===== src/rtl/tpu_pkg.sv =====
// -----------------------------------------------------------------------------
// tpu_pkg
//   Definitions shared between the TPU core and its operand loader: default
//   matrix geometry, operand width, RAM address width, and the loader FSM
//   state encoding.
// -----------------------------------------------------------------------------
package tpu_pkg;

  // Default geometry shared with the TPU core.
  localparam int unsigned TPU_DIM    = 4;
  localparam int unsigned TPU_DATA_W = 8;
  localparam int unsigned TPU_ADDR_W = 4;

  // Loader sequencing: weights, then activations, then kick the core and
  // wait for it to finish before accepting the next frame.
  typedef enum logic [1:0] {
    LOAD_W = 2'd0,
    LOAD_X = 2'd1,
    FIRE   = 2'd2,
    WAIT   = 2'd3
  } loader_state_e;

  // Number of operand words in one DIM x DIM matrix.
  function automatic int unsigned matrix_words(input int unsigned dim);
    return dim * dim;
  endfunction

endpackage : tpu_pkg


===== src/rtl/frame_counter.sv =====
// -----------------------------------------------------------------------------
// frame_counter
//   Word counter for one DIM x DIM matrix. Counts accepted beats from 0 up to
//   DIM*DIM-1 and raises a terminal-count flag on the last word. It holds at
//   the terminal count rather than wrapping; the owner clears it explicitly.
//
// Ports
//   clk    in   clock, rising edge
//   res    in   asynchronous active-high reset
//   clr_i  in   synchronous clear (wins over en_i)
//   en_i   in   advance by one word
//   cnt_o  out  current word index within the matrix
//   tc_o   out  cnt_o == DIM*DIM-1
// -----------------------------------------------------------------------------
module frame_counter
  import tpu_pkg::*;
#(
  parameter int unsigned ADDR_W = TPU_ADDR_W,
  parameter int unsigned DIM    = TPU_DIM
) (
  input  logic              clk,
  input  logic              res,
  input  logic              clr_i,
  input  logic              en_i,
  output logic [ADDR_W-1:0] cnt_o,
  output logic              tc_o
);

  localparam logic [ADDR_W-1:0] LAST_IDX = ADDR_W'(matrix_words(DIM) - 1);

  logic [ADDR_W-1:0] cnt_q;
  logic [ADDR_W-1:0] cnt_d;

  assign tc_o  = (cnt_q == LAST_IDX);
  assign cnt_o = cnt_q;

  always_comb begin
    cnt_d = cnt_q;
    if (clr_i) begin
      cnt_d = '0;
    end else if (en_i && !tc_o) begin
      // Saturate at the terminal count so the index can never step past
      // the end of the matrix even if the owner forgets to clear.
      cnt_d = cnt_q + 1'b1;
    end
  end

  // NOTE: sequential state uses non-blocking (<=) so every flop samples the
  // pre-edge values; blocking here would create order-dependent races.
  always_ff @(posedge clk or posedge res) begin
    if (res) begin
      cnt_q <= '0;
    end else begin
      cnt_q <= cnt_d;
    end
  end

endmodule : frame_counter


===== src/rtl/tpu_operand_loader.sv =====
// -----------------------------------------------------------------------------
// tpu_operand_loader
//   Upstream feeder for the TPU core. Takes a framed valid/ready stream of
//   2*DIM*DIM operand words: the first DIM*DIM go to the weight RAM, the next
//   DIM*DIM to the activation RAM. After the final (in_last) word it pulses
//   tpu_start for one cycle and stalls the stream until tpu_done.
//
//   A misplaced or missing in_last raises the sticky frame_err flag; the
//   offending word is still written, and loading restarts from weight word 0
//   without starting the core.
//
// Ports
//   clk        in   clock, rising edge
//   res        in   asynchronous active-high reset
//   in_valid   in   stream word valid
//   in_ready   out  loader can accept a word this cycle
//   in_data    in   operand word, row-major
//   in_last    in   final word of the frame
//   wr_en_w    out  weight RAM write strobe (registered)
//   wr_en_x    out  activation RAM write strobe (registered)
//   wr_addr    out  RAM write address (registered)
//   wr_data    out  RAM write data (registered)
//   tpu_start  out  one-cycle start pulse to the core
//   tpu_done   in   core finished (level or pulse), honoured only in WAIT
//   frame_err  out  sticky framing-error flag, cleared only by res
//   busy       out  low only when idle at the start of a frame
// -----------------------------------------------------------------------------
module tpu_operand_loader
  import tpu_pkg::*;
#(
  parameter int unsigned DATA_W = TPU_DATA_W,
  parameter int unsigned DIM    = TPU_DIM,
  parameter int unsigned ADDR_W = TPU_ADDR_W   // 2**ADDR_W >= DIM*DIM
) (
  input  logic              clk,
  input  logic              res,
  input  logic              in_valid,
  output logic              in_ready,
  input  logic [DATA_W-1:0] in_data,
  input  logic              in_last,
  output logic              wr_en_w,
  output logic              wr_en_x,
  output logic [ADDR_W-1:0] wr_addr,
  output logic [DATA_W-1:0] wr_data,
  output logic              tpu_start,
  input  logic              tpu_done,
  output logic              frame_err,
  output logic              busy
);

  // ---------------------------------------------------------------------------
  // State and registered outputs
  // ---------------------------------------------------------------------------
  loader_state_e     state_q,     state_d;
  logic              wr_en_w_q,   wr_en_w_d;
  logic              wr_en_x_q,   wr_en_x_d;
  logic [ADDR_W-1:0] wr_addr_q,   wr_addr_d;
  logic [DATA_W-1:0] wr_data_q,   wr_data_d;
  logic              tpu_start_q, tpu_start_d;
  logic              frame_err_q, frame_err_d;

  // ---------------------------------------------------------------------------
  // Word counter
  // ---------------------------------------------------------------------------
  logic [ADDR_W-1:0] cnt;
  logic              cnt_tc;
  logic              cnt_clr;
  logic              accept;

  frame_counter #(
    .ADDR_W (ADDR_W),
    .DIM    (DIM)
  ) u_frame_counter (
    .clk   (clk),
    .res   (res),
    .clr_i (cnt_clr),
    .en_i  (accept),
    .cnt_o (cnt),
    .tc_o  (cnt_tc)
  );

  // ---------------------------------------------------------------------------
  // Handshake and framing decode
  // ---------------------------------------------------------------------------
  logic final_beat;   // current word is the last activation word
  logic last_err;     // accepted word has in_last in the wrong place

  assign in_ready   = (state_q == LOAD_W) || (state_q == LOAD_X);
  assign accept     = in_valid && in_ready;
  assign final_beat = (state_q == LOAD_X) && cnt_tc;
  assign last_err   = accept && (in_last != final_beat);

  // ---------------------------------------------------------------------------
  // Next-state logic
  // ---------------------------------------------------------------------------
  // NOTE: every signal assigned in this block gets a default first, so no
  // path leaves it unassigned and no latch is inferred.
  always_comb begin
    state_d     = state_q;
    cnt_clr     = 1'b0;
    wr_addr_d   = wr_addr_q;
    wr_data_d   = wr_data_q;
    wr_en_w_d   = accept && (state_q == LOAD_W);
    wr_en_x_d   = accept && (state_q == LOAD_X);
    tpu_start_d = accept && final_beat && in_last;
    frame_err_d = frame_err_q || last_err;

    // Address/data only move on an accepted word; strobes qualify them.
    if (accept) begin
      wr_addr_d = cnt;
      wr_data_d = in_data;
    end

    unique case (state_q)
      LOAD_W: begin
        if (accept) begin
          if (last_err) begin
            cnt_clr = 1'b1;           // restart the frame from weight word 0
          end else if (cnt_tc) begin
            state_d = LOAD_X;
            cnt_clr = 1'b1;
          end
        end
      end
      LOAD_X: begin
        if (accept) begin
          if (last_err) begin
            state_d = LOAD_W;         // abandon the frame without firing
            cnt_clr = 1'b1;
          end else if (cnt_tc) begin
            state_d = FIRE;
            cnt_clr = 1'b1;
          end
        end
      end
      FIRE: begin
        state_d = WAIT;
      end
      WAIT: begin
        if (tpu_done) begin
          state_d = LOAD_W;
        end
      end
      default: begin
        state_d = LOAD_W;
        cnt_clr = 1'b1;
      end
    endcase
  end

  // ---------------------------------------------------------------------------
  // Registers
  // ---------------------------------------------------------------------------
  always_ff @(posedge clk or posedge res) begin
    if (res) begin
      state_q     <= LOAD_W;
      wr_en_w_q   <= 1'b0;
      wr_en_x_q   <= 1'b0;
      wr_addr_q   <= '0;
      wr_data_q   <= '0;
      tpu_start_q <= 1'b0;
      frame_err_q <= 1'b0;
    end else begin
      state_q     <= state_d;
      wr_en_w_q   <= wr_en_w_d;
      wr_en_x_q   <= wr_en_x_d;
      wr_addr_q   <= wr_addr_d;
      wr_data_q   <= wr_data_d;
      tpu_start_q <= tpu_start_d;
      frame_err_q <= frame_err_d;
    end
  end

  // ---------------------------------------------------------------------------
  // Outputs
  // ---------------------------------------------------------------------------
  assign wr_en_w   = wr_en_w_q;
  assign wr_en_x   = wr_en_x_q;
  assign wr_addr   = wr_addr_q;
  assign wr_data   = wr_data_q;
  assign tpu_start = tpu_start_q;
  assign frame_err = frame_err_q;
  assign busy      = !((state_q == LOAD_W) && (cnt == '0));

endmodule : tpu_operand_loader

===== config.mk =====
export PLATFORM = sky130hd
export DESIGN_NAME = tpu_operand_loader
export DESIGN_NICKNAME = d
export VERILOG_FILES = /design/src/rtl/tpu_pkg.sv /design/src/rtl/frame_counter.sv /design/src/rtl/tpu_operand_loader.sv
export SDC_FILE = /design/constraint.sdc
export NUM_CORES = 1
export LEC_CHECK = 0
export CORE_MARGIN = 2
export CORE_UTILIZATION = 44
export CTS_CLUSTER_SIZE = 40
export DETAILED_ROUTE_END_ITERATION = 12
export GPL_TIMING_DRIVEN = 0
export PLACE_DENSITY = 0.74
export RECOVER_POWER = 50
export SETUP_SLACK_MARGIN = 0.4
export SYNTH_ARGS = -nofsm -noshare
export SYNTH_HDL_FRONTEND = slang
export SYNTH_SLANG_ARGS = --single-unit

===== constraint.sdc =====
create_clock -name clk -period 1.75 [get_ports clk]
set_input_delay 0.35 -clock clk [delete_from_list [all_inputs] [get_ports clk]]
set_output_delay 0.35 -clock clk [all_outputs]
set_load 0.005 [all_outputs]

==> impl_metrics.tcl, run 1 <==
set metrics [dict create \
    status "complete, no violations" \
    drt_iter0_markers 23 \
    leakage_nw 0.6907 \
    drt-total-wl_mm 2.328 \
    crit_type "flop to flop" \
    register_area_um2 553.0 \
    numPortBuffers 29 \
    postLayoutCellArea_um2 1519 \
    grt_util_all_layers_pct 17.59 \
    core_area_um2 2002 \
    yosys_warnings 0 \
    syn_inst 82 \
    min_period_over_period_pct 86.24 \
    synth.most_common_cell "dfrtp_1" \
    cts_tree "built" \
    cap_violations 0 \
    clk_pin_slew_ns 0.12 \
    antenna_found_initial 0 \
    synth_top_area_share_pct 57.52 \
    routedWlPerCell_um 15.22 \
    start_util_pct 47.81 \
    ys_top_cells_by_count "dfrtp_1 (22), nand2_1 (8), mux2_2 (7)" \
    num_io_pins 31 \
    htree_levels 1 \
    drive_gt1_share_pct 32.54 \
    ys_seq_area_share_pct 57.52 \
    endpoint_kind "flop" \
    final_util_pct 75.88 \
    numCtsBuffers 3 \
    dieArea_um2 2564 \
    dpl.hpwl_mm 1.273 \
    areaGrowthSynthToFinish_pct 58.69 \
    fillCellCount 141 \
    yosys.area.top_type "dfrtp_1" \
    tns_ns 0 \
    async_flop_share_pct 100.0 \
    clockBufferDepth 2 \
    hold_class "flop to flop" \
    hold_ws_ns 0.4927 \
    drv_slew 0 \
    vdd_drop_max_mv 0.5014 \
    rows 16 \
    grt_overflow_total 0 \
    cts_root_buf "clkbuf_4" \
    crit_required_ns 1.97 \
    syn_area_um2 957.2 \
    skew_ns 0.004380 \
    max_slew_margin_pct 46.55 \
    p_per_area_nw_per_um2 725.0 \
    setup_viol 0 \
    tightest_slew_ns 0.8009 \
    fmax_mhz 662.6 \
    start_kind "flop" \
    synth_edf_count 0 \
    nNetsFinal 142 \
    ant_nets 0 \
    synthFlopType "dfrtp_1" \
    vias 800 \
    dr.pass1.iters 5 \
    clk_latency_ns 0.32 \
    place_congestion 0.8038 \
    cts_sinks 22 \
    synth_area_per_cell_um2 11.67 \
    post_dp_cell_area_um2 1281 \
    crit_fanout 6 \
    rsz0062_at_grt "yes" \
    final_hold_viol_count 0 \
    n_antenna_cell 0 \
    arrival_ns 1.72 \
    die_w_um 50.64 \
    die_h_um 50.64 \
    viasPerCell 5.229 \
    route.detailed.drc 0 \
    synth_nets 97 \
    cts_hold_buf 0 \
    grt_pass1_wl_mm 3.408 \
    grt_pass1_vias 770 \
    synth_seq_cells 22 \
    multi_input_area_um2 431.7 \
    period_needed_ns 1.509 \
    grt_max_degree 23 \
    yosys-top-cells-area "dfrtp_1 (58%), mux2_2 (8.2%), mux2_1 (3.5%)" \
    yosysUniqueCellTypes 29 \
]
[layout make-up]
class	count	share of cell area [%]
inverters	5	1.236
clock buffers	4	2.389
well taps	27	2.224
repair buffers	40	25.62
plain buffers	5	3.707
flip-flops and latches	22	36.41
multi-input cells	50	28.42
[kinds of logic (layout without fill, tap and decap cells)]
| kind of cell | after synthesis | count (layout) | share of synthesized area (%) |
|---|---|---|---|
| multiplexers | 10 | 10 | 11.76 |
| flip-flops | 22 | 22 | 57.52 |
| AO/OA/AOI/OAI | 12 | 12 | 7.975 |
| adder cells (fa/ha/maj) | 2 | 2 | 2.614 |
| buffers and inverters | 10 | 54 | 5.360 |
| XOR/XNOR | 1 | 1 | 0.9152 |
| AND/OR/NAND/NOR | 25 | 25 | 13.86 |
[cells in the final DEF, fill, tap and decap left out, drive strengths merged, types with 2 or more instances in the layout]
cell,netlist,routed
dfrtp,22,22
buf,4,15
mux2,10,10
clkdlybuf4s50,0,9
nand2,8,8
clkdlybuf4s15,0,7
clkbuf,1,7
clkdlybuf4s25,0,6
nor2,5,5
o21ai,5,5
inv,5,5
dlygate4sd2,0,4
nand3,3,3
o31ai,2,2
ha,2,2
[routing by layer]
layer	wire length [um]	global-route usage [%]	part of all wire [%]
met5	0	0	0
met4	38	8.108	1.6
met3	98	2.976	4.2
met2	1250	32.02	54
met1	941	19.85	40
[through the flow]
step | setup WS, ns | power (mW) | instances
floorplan | 0.5000 | 0.6571 | 82
global placement | 0.06064 | 0.7631 | 138
detailed placement | 0.04535 | 0.7697 | 138
CTS | 0.1971 | 1.046 | 146
global route | 0.1712 | 1.156 | 153
finish | 0.2408 | 1.101 | 153
[state kept, by name, indices dropped and copies added (netlist names), named ones only]
name and flops:
u_frame_counter.cnt_o 4, wr_en_w 1, state_q 1, wr_en_x 1, wr_data 8, wr_addr 4
tpu_start 1, frame_err 1
[where the power goes]
part           total (mW)  leakage [nW]  internal [mW]  switching (mW)
logic               0.250         0.396          0.146           0.104
clock network       0.287        0.0210          0.127           0.159
registers           0.564         0.274          0.545          0.0195
[final timing paths]
| kind | start | slack, ns | cells after the start | end |
|---|---|---|---|---|
| min | frame_err | 0.49 | 1 | frame_err |
| max in group asynchronous | res | 0.59 | 2 | u_frame_counter.cnt_o[3] |
| min in group asynchronous | res | 0.61 | 2 | wr_addr[0] |
| max reg2reg | flop | 0.24 | 5 | wr_data[4] |
| min reg2reg | frame_err | 0.49 | 1 | frame_err |
| max | flop | 0.24 | 5 | wr_data[4] |
[timing repair]
action / 4_1_cts / 5_1_grt
gates resized for setup: 32 / 39
endpoints found under the setup margin: 25 / 26
buffers inserted: 4 / 6
pin swaps: 3 / 5
gates cloned: 0 / 1
[critical path, cell delays in order, from the launching register on]
cell,delay (ns)
dfrtp_2,0.43
buf_6,0.12
nand2b_4,0.12
buf_8,0.12
clkbuf_1,0.25
mux2_2,0.37
Power figures use the tool's default switching activity.
==> inputs of run 2 (changes only) <==
--- a/config.mk
+++ b/config.mk
@@ -5,10 +5,12 @@
 export SDC_FILE = /design/constraint.sdc
 export NUM_CORES = 1
 export LEC_CHECK = 0
+export CORE_ASPECT_RATIO = 1.2
 export CORE_MARGIN = 2
 export CORE_UTILIZATION = 44
 export CTS_CLUSTER_SIZE = 40
 export DETAILED_ROUTE_END_ITERATION = 12
+export GPL_ROUTABILITY_DRIVEN = 0
 export GPL_TIMING_DRIVEN = 0
 export PLACE_DENSITY = 0.74
 export RECOVER_POWER = 50
==> impl_metrics.tcl, run 2 (synthesized netlist as in run 1, its figures left out) <==
set metrics [dict create \
    largest_reg_flops 8 \
    timing.rr.end "wr_addr[3]" \
    period_needed_ns 1.551 \
    rows 18 \
    routedWlPerCell_um 14.60 \
    final_util_pct 77.29 \
    p_per_area_nw_per_um2 700.0 \
    tns_ns 0 \
    min_period_over_period_pct 88.65 \
    fmax_mhz 644.6 \
    arrival_ns 1.20 \
    crit_fanout 2 \
    setup_viol 0 \
    clk_latency_ns 0.30 \
    viasPerCell 5.018 \
    cts_hold_buf 0 \
    fin_cells 164 \
    crit_type "flop to primary output" \
    postLayoutCellArea_um2 1584 \
    grt_overflow_total 0 \
    num_io_pins 31 \
    r2r_slack_ns 0.25 \
    core_area_um2 2049 \
    numPortBuffers 29 \
    cap_violations 0 \
    clockBufferDepth 2 \
    grt_max_degree 23 \
    max_slew_margin_pct 46.12 \
    fin_ws_ns 0.1987 \
    crit_required_ns 1.40 \
    antenna_found_initial 0 \
    route.detailed.drc 0 \
    final_cell_mix "dfrtp_1 (21), buf_4 (11), clkdlybuf4s50_1 (10)" \
    post_dp_cell_area_um2 1285 \
    min-delay-start "wr_data[6]" \
    start_util_pct 46.70 \
    endpoint_kind "primary output" \
    dpl.hpwl_mm 1.302 \
    htree_levels 1 \
    power_mw 1.109 \
    min_to "wr_data[6]" \
    final_hold_viol_count 0 \
    nNetsFinal 150 \
    hold_class "flop to flop" \
    vias 823 \
    status "complete, no violations" \
    cts_sinks 22 \
    grt_pass1_vias 785 \
    skew_ns 0.002853 \
    place_ws_ns 0.03631 \
    rsz0062_at_grt "yes" \
    numCtsBuffers 3 \
    vdd_drop_max_mv 0.5528 \
    r2r_cells 5 \
    place_inst 141 \
    leakage_nw 0.7338 \
    clk_pin_slew_ns 0.12 \
    areaGrowthSynthToFinish_pct 65.49 \
    n_antenna_cell 0 \
    drt_iter0_markers 14 \
    hold_ws_ns 0.5158 \
    grt_pass1_wl_mm 3.215 \
    start_kind "flop" \
    dieArea_um2 2566 \
    ant_nets 0 \
    dr.pass1.iters 4 \
    cts_root_buf "clkbuf_4" \
    hold_depth 1 \
    die_h_um 55.09 \
    drv_slew 0 \
    tightest_slew_ns 0.8073 \
    drt-total-wl_mm 2.395 \
    grt_util_all_layers_pct 17.26 \
    cts_tree "built" \
    drive_gt1_share_pct 37.31 \
    mostFrequentLayoutCell "dfrtp_1" \
    die_w_um 46.58 \
]
## run 2: cell types whose count changed in the layout (fill, tap and decap cells not counted), moves of 2 or more
cell             previous run  this run
clkdlybuf4s15_1             7         1
buf_4                       6        11
dlygate4sd2_1               4         8
o21ai_0                     4         1
buf_2                       1         3
buf_6                       6         8
o21ai_1                     1         3
## run 2: metal layers
metal	vias up	routed length [um]	track usage, %
li1	386	-	-
met1	400	893	19.92
met2	33	1369	32.41
met3	4	110	2.922
met4	0	21	4.286
met5	-	0	0
## run 2: layout make-up
cell class / instances / area (um^2)
fillers: 131 / 465.4
clock buffers: 4 / 36.28
inverters: 5 / 18.77
well taps: 30 / 37.54
plain buffers: 5 / 52.55
flip-flops and latches: 22 / 551.8
repair buffers: 48 / 442.9
multi-input cells: 50 / 444.2
## run 2: how the worst max path moves through the flow
stage,start,endpoint,depth (start not counted)
4_1_cts,u_frame_counter.cnt_o[0],busy,4
6_report,u_frame_counter.cnt_o[0],busy,4
2_1_floorplan,flop,u_frame_counter.cnt_o[2],4
5_1_grt,u_frame_counter.cnt_o[2],busy,4
3_3_place_gp,in_valid,wr_addr[3],5
3_5_place_dp,in_valid,u_frame_counter.cnt_o[3],6
## run 2: what timing repair did
action,4_1_cts,5_1_grt
buffers inserted,9,8
gates cloned,0,2
pin swaps,2,5
endpoints found under the setup margin,25,31
gates resized for setup,34,35
## run 2: critical path, cell delays in order (launching register included)
cell	delay, ns
dfrtp_1	0.43
inv_2	0.08
ha_1	0.17
nand3_1	0.09
buf_2	0.14
## run 2: where the power goes
| part | leakage (nW) | internal, mW | switching, mW |
|---|---|---|---|
| sequential | 0.276 | 0.545 | 0.0199 |
| combinational | 0.437 | 0.159 | 0.113 |
| clock | 0.0210 | 0.127 | 0.145 |
| total | 0.734 | 0.831 | 0.278 |
==> inputs of run 3 (changes only) <==
--- a/config.mk
+++ b/config.mk
@@ -8,10 +8,8 @@
 export CORE_ASPECT_RATIO = 1.2
 export CORE_MARGIN = 2
 export CORE_UTILIZATION = 44
-export CTS_CLUSTER_SIZE = 40
 export DETAILED_ROUTE_END_ITERATION = 12
 export GPL_ROUTABILITY_DRIVEN = 0
-export GPL_TIMING_DRIVEN = 0
 export PLACE_DENSITY = 0.74
 export RECOVER_POWER = 50
 export SETUP_SLACK_MARGIN = 0.4
==> impl_metrics.tcl, run 3 (synthesized netlist as in run 1, its figures left out) <==
set metrics [dict create \
    cap_violations 0 \
    n_antenna_cell 0 \
    dr.pass1.iters 3 \
    dpl.hpwl_mm 1.339 \
    fillCellCount 155 \
    max_stage_delay_ns 0.59 \
    ant_nets 0 \
    numCtsBuffers 3 \
    crit_slowest_cell "dlygate4sd3_1" \
    skew_ns 0.006559 \
    endpoint_kind "flop" \
    clk_latency_ns 0.31 \
    nNetsFinal 144 \
    die_w_um 46.58 \
    setup_viol 0 \
    viasPerCell 4.835 \
    start_kind "input port" \
    tightest_slew_ns 0.3703 \
    arrival_ns 1.72 \
    leakage_nw 0.6632 \
    final_cell_mix "dfrtp_1 (21), clkdlybuf4s15_1 (13), buf_4 (13)" \
    htree_levels 1 \
    p_per_area_nw_per_um2 719.4 \
    core_area_um2 2049 \
    max_slew_margin_pct 75.23 \
    crit_family "buffers and inverters" \
    fmax_mhz 660.9 \
    drv_slew 0 \
    routedWlPerCell_um 12.38 \
    vdd_drop_max_mv 0.5905 \
    grt_max_degree 23 \
    period_needed_ns 1.513 \
    numPortBuffers 30 \
    mostFrequentLayoutCell "dfrtp_1" \
    min_period_over_period_pct 86.46 \
    grt_pass1_wl_mm 3.374 \
    grt_util_all_layers_pct 19.01 \
    drive_gt1_share_pct 28.91 \
    crit_type "input port to flop" \
    hold_class "input port to async pin" \
    rsz0062_at_grt "yes" \
    cts_sinks 22 \
    path_buf_inv 2 \
    status "complete, no violations" \
    die_h_um 55.09 \
    grt_pass1_vias 772 \
    num_io_pins 31 \
    start_util_pct 46.70 \
    final_hold_viol_count 0 \
    drt-total-wl_mm 1.956 \
    clockBufferDepth 2 \
    crit_fanout 13 \
    areaGrowthSynthToFinish_pct 53.59 \
    hold_ws_ns 0.4880 \
    grt_overflow_total 0 \
    antenna_found_initial 0 \
    crit_chain "dlygate4sd3_1, nand2b_4, clkbuf_1, mux2_2" \
    dieArea_um2 2566 \
    drt_iter0_markers 7 \
    post_dp_cell_area_um2 1323 \
    final_util_pct 71.73 \
    clk_pin_slew_ns 0.12 \
    cts_root_buf "clkbuf_4" \
    largest_reg_flops 8 \
    vias 764 \
    cts_tree "built" \
    startpoint "in_valid" \
    postLayoutCellArea_um2 1470 \
    tns_ns 0 \
    crit_required_ns 1.96 \
    rows 18 \
    route.detailed.drc 0 \
]
[run 3: cell type report]
| type | instances | area [um^2] | share of cell area (%) |
|---|---|---|---|
| Sequential cell | 22 | 551.8 | 37.53 |
| Timing Repair Buffer | 47 | 417.9 | 28.43 |
| Multi-Input combinational cell | 50 | 407.9 | 27.74 |
| Tap cell | 30 | 37.54 | 2.553 |
| Clock buffer | 4 | 36.28 | 2.468 |
| Inverter | 5 | 18.77 | 1.277 |
[run 3: worst paths after layout]
path	endpoint	slack [ns]	cells after the start
min in group clk	wr_addr[1]	0.49	2
max in group asynchronous	state_q[0]	1.03	3
max reg2reg	wr_addr[3]	0.38	3
max	wr_addr[3]	0.24	4
min	wr_data[2]	0.49	3
min reg2reg	wr_addr[1]	0.49	2
[run 3: stage by stage]
| stage | total power [mW] | cells | worst slack, ns |
|---|---|---|---|
| 6_report | 1.058 | 158 | 0.2370 |
| 3_3_place_gp | 0.7754 | 145 | 0.1116 |
| 2_1_floorplan | 0.6571 | 82 | 0.5000 |
| 3_5_place_dp | 0.7800 | 145 | 0.09649 |
| 4_1_cts | 1.054 | 153 | 0.2028 |
| 5_1_grt | 1.125 | 158 | 0.1857 |
[run 3: routing by layer]
| metal | GRT usage (%) | vias to the layer above | share of wire, % |
|---|---|---|---|
| li1 | - | 373 | - |
| met1 | 22.57 | 360 | 42 |
| met2 | 32.64 | 28 | 51 |
| met3 | 3.896 | 3 | 5.1 |
| met4 | 8.571 | 0 | 1.8 |
| met5 | 0 | - | 0 |
[run 3: tightest hold or removal path, cell delays in order]
cell and delay [ns]:
dlygate4sd3_1 0.53, inv_1 0.05, buf_4 0.27
[run 3: what timing repair did]
item / in CTS / in global routing
setup endpoints to repair: 20 / 30
hold buffers: 0 / 0
resized for setup: 30 / 21
buffers inserted: 4 / 5
pin swaps: 2 / 1
[run 3: report_power, final]
| part | switching [mW] | internal (mW) |
|---|---|---|
| Clock | 0.152 | 0.127 |
| Combinational | 0.0902 | 0.125 |
| Sequential | 0.0188 | 0.544 |
| Total | 0.261 | 0.796 |
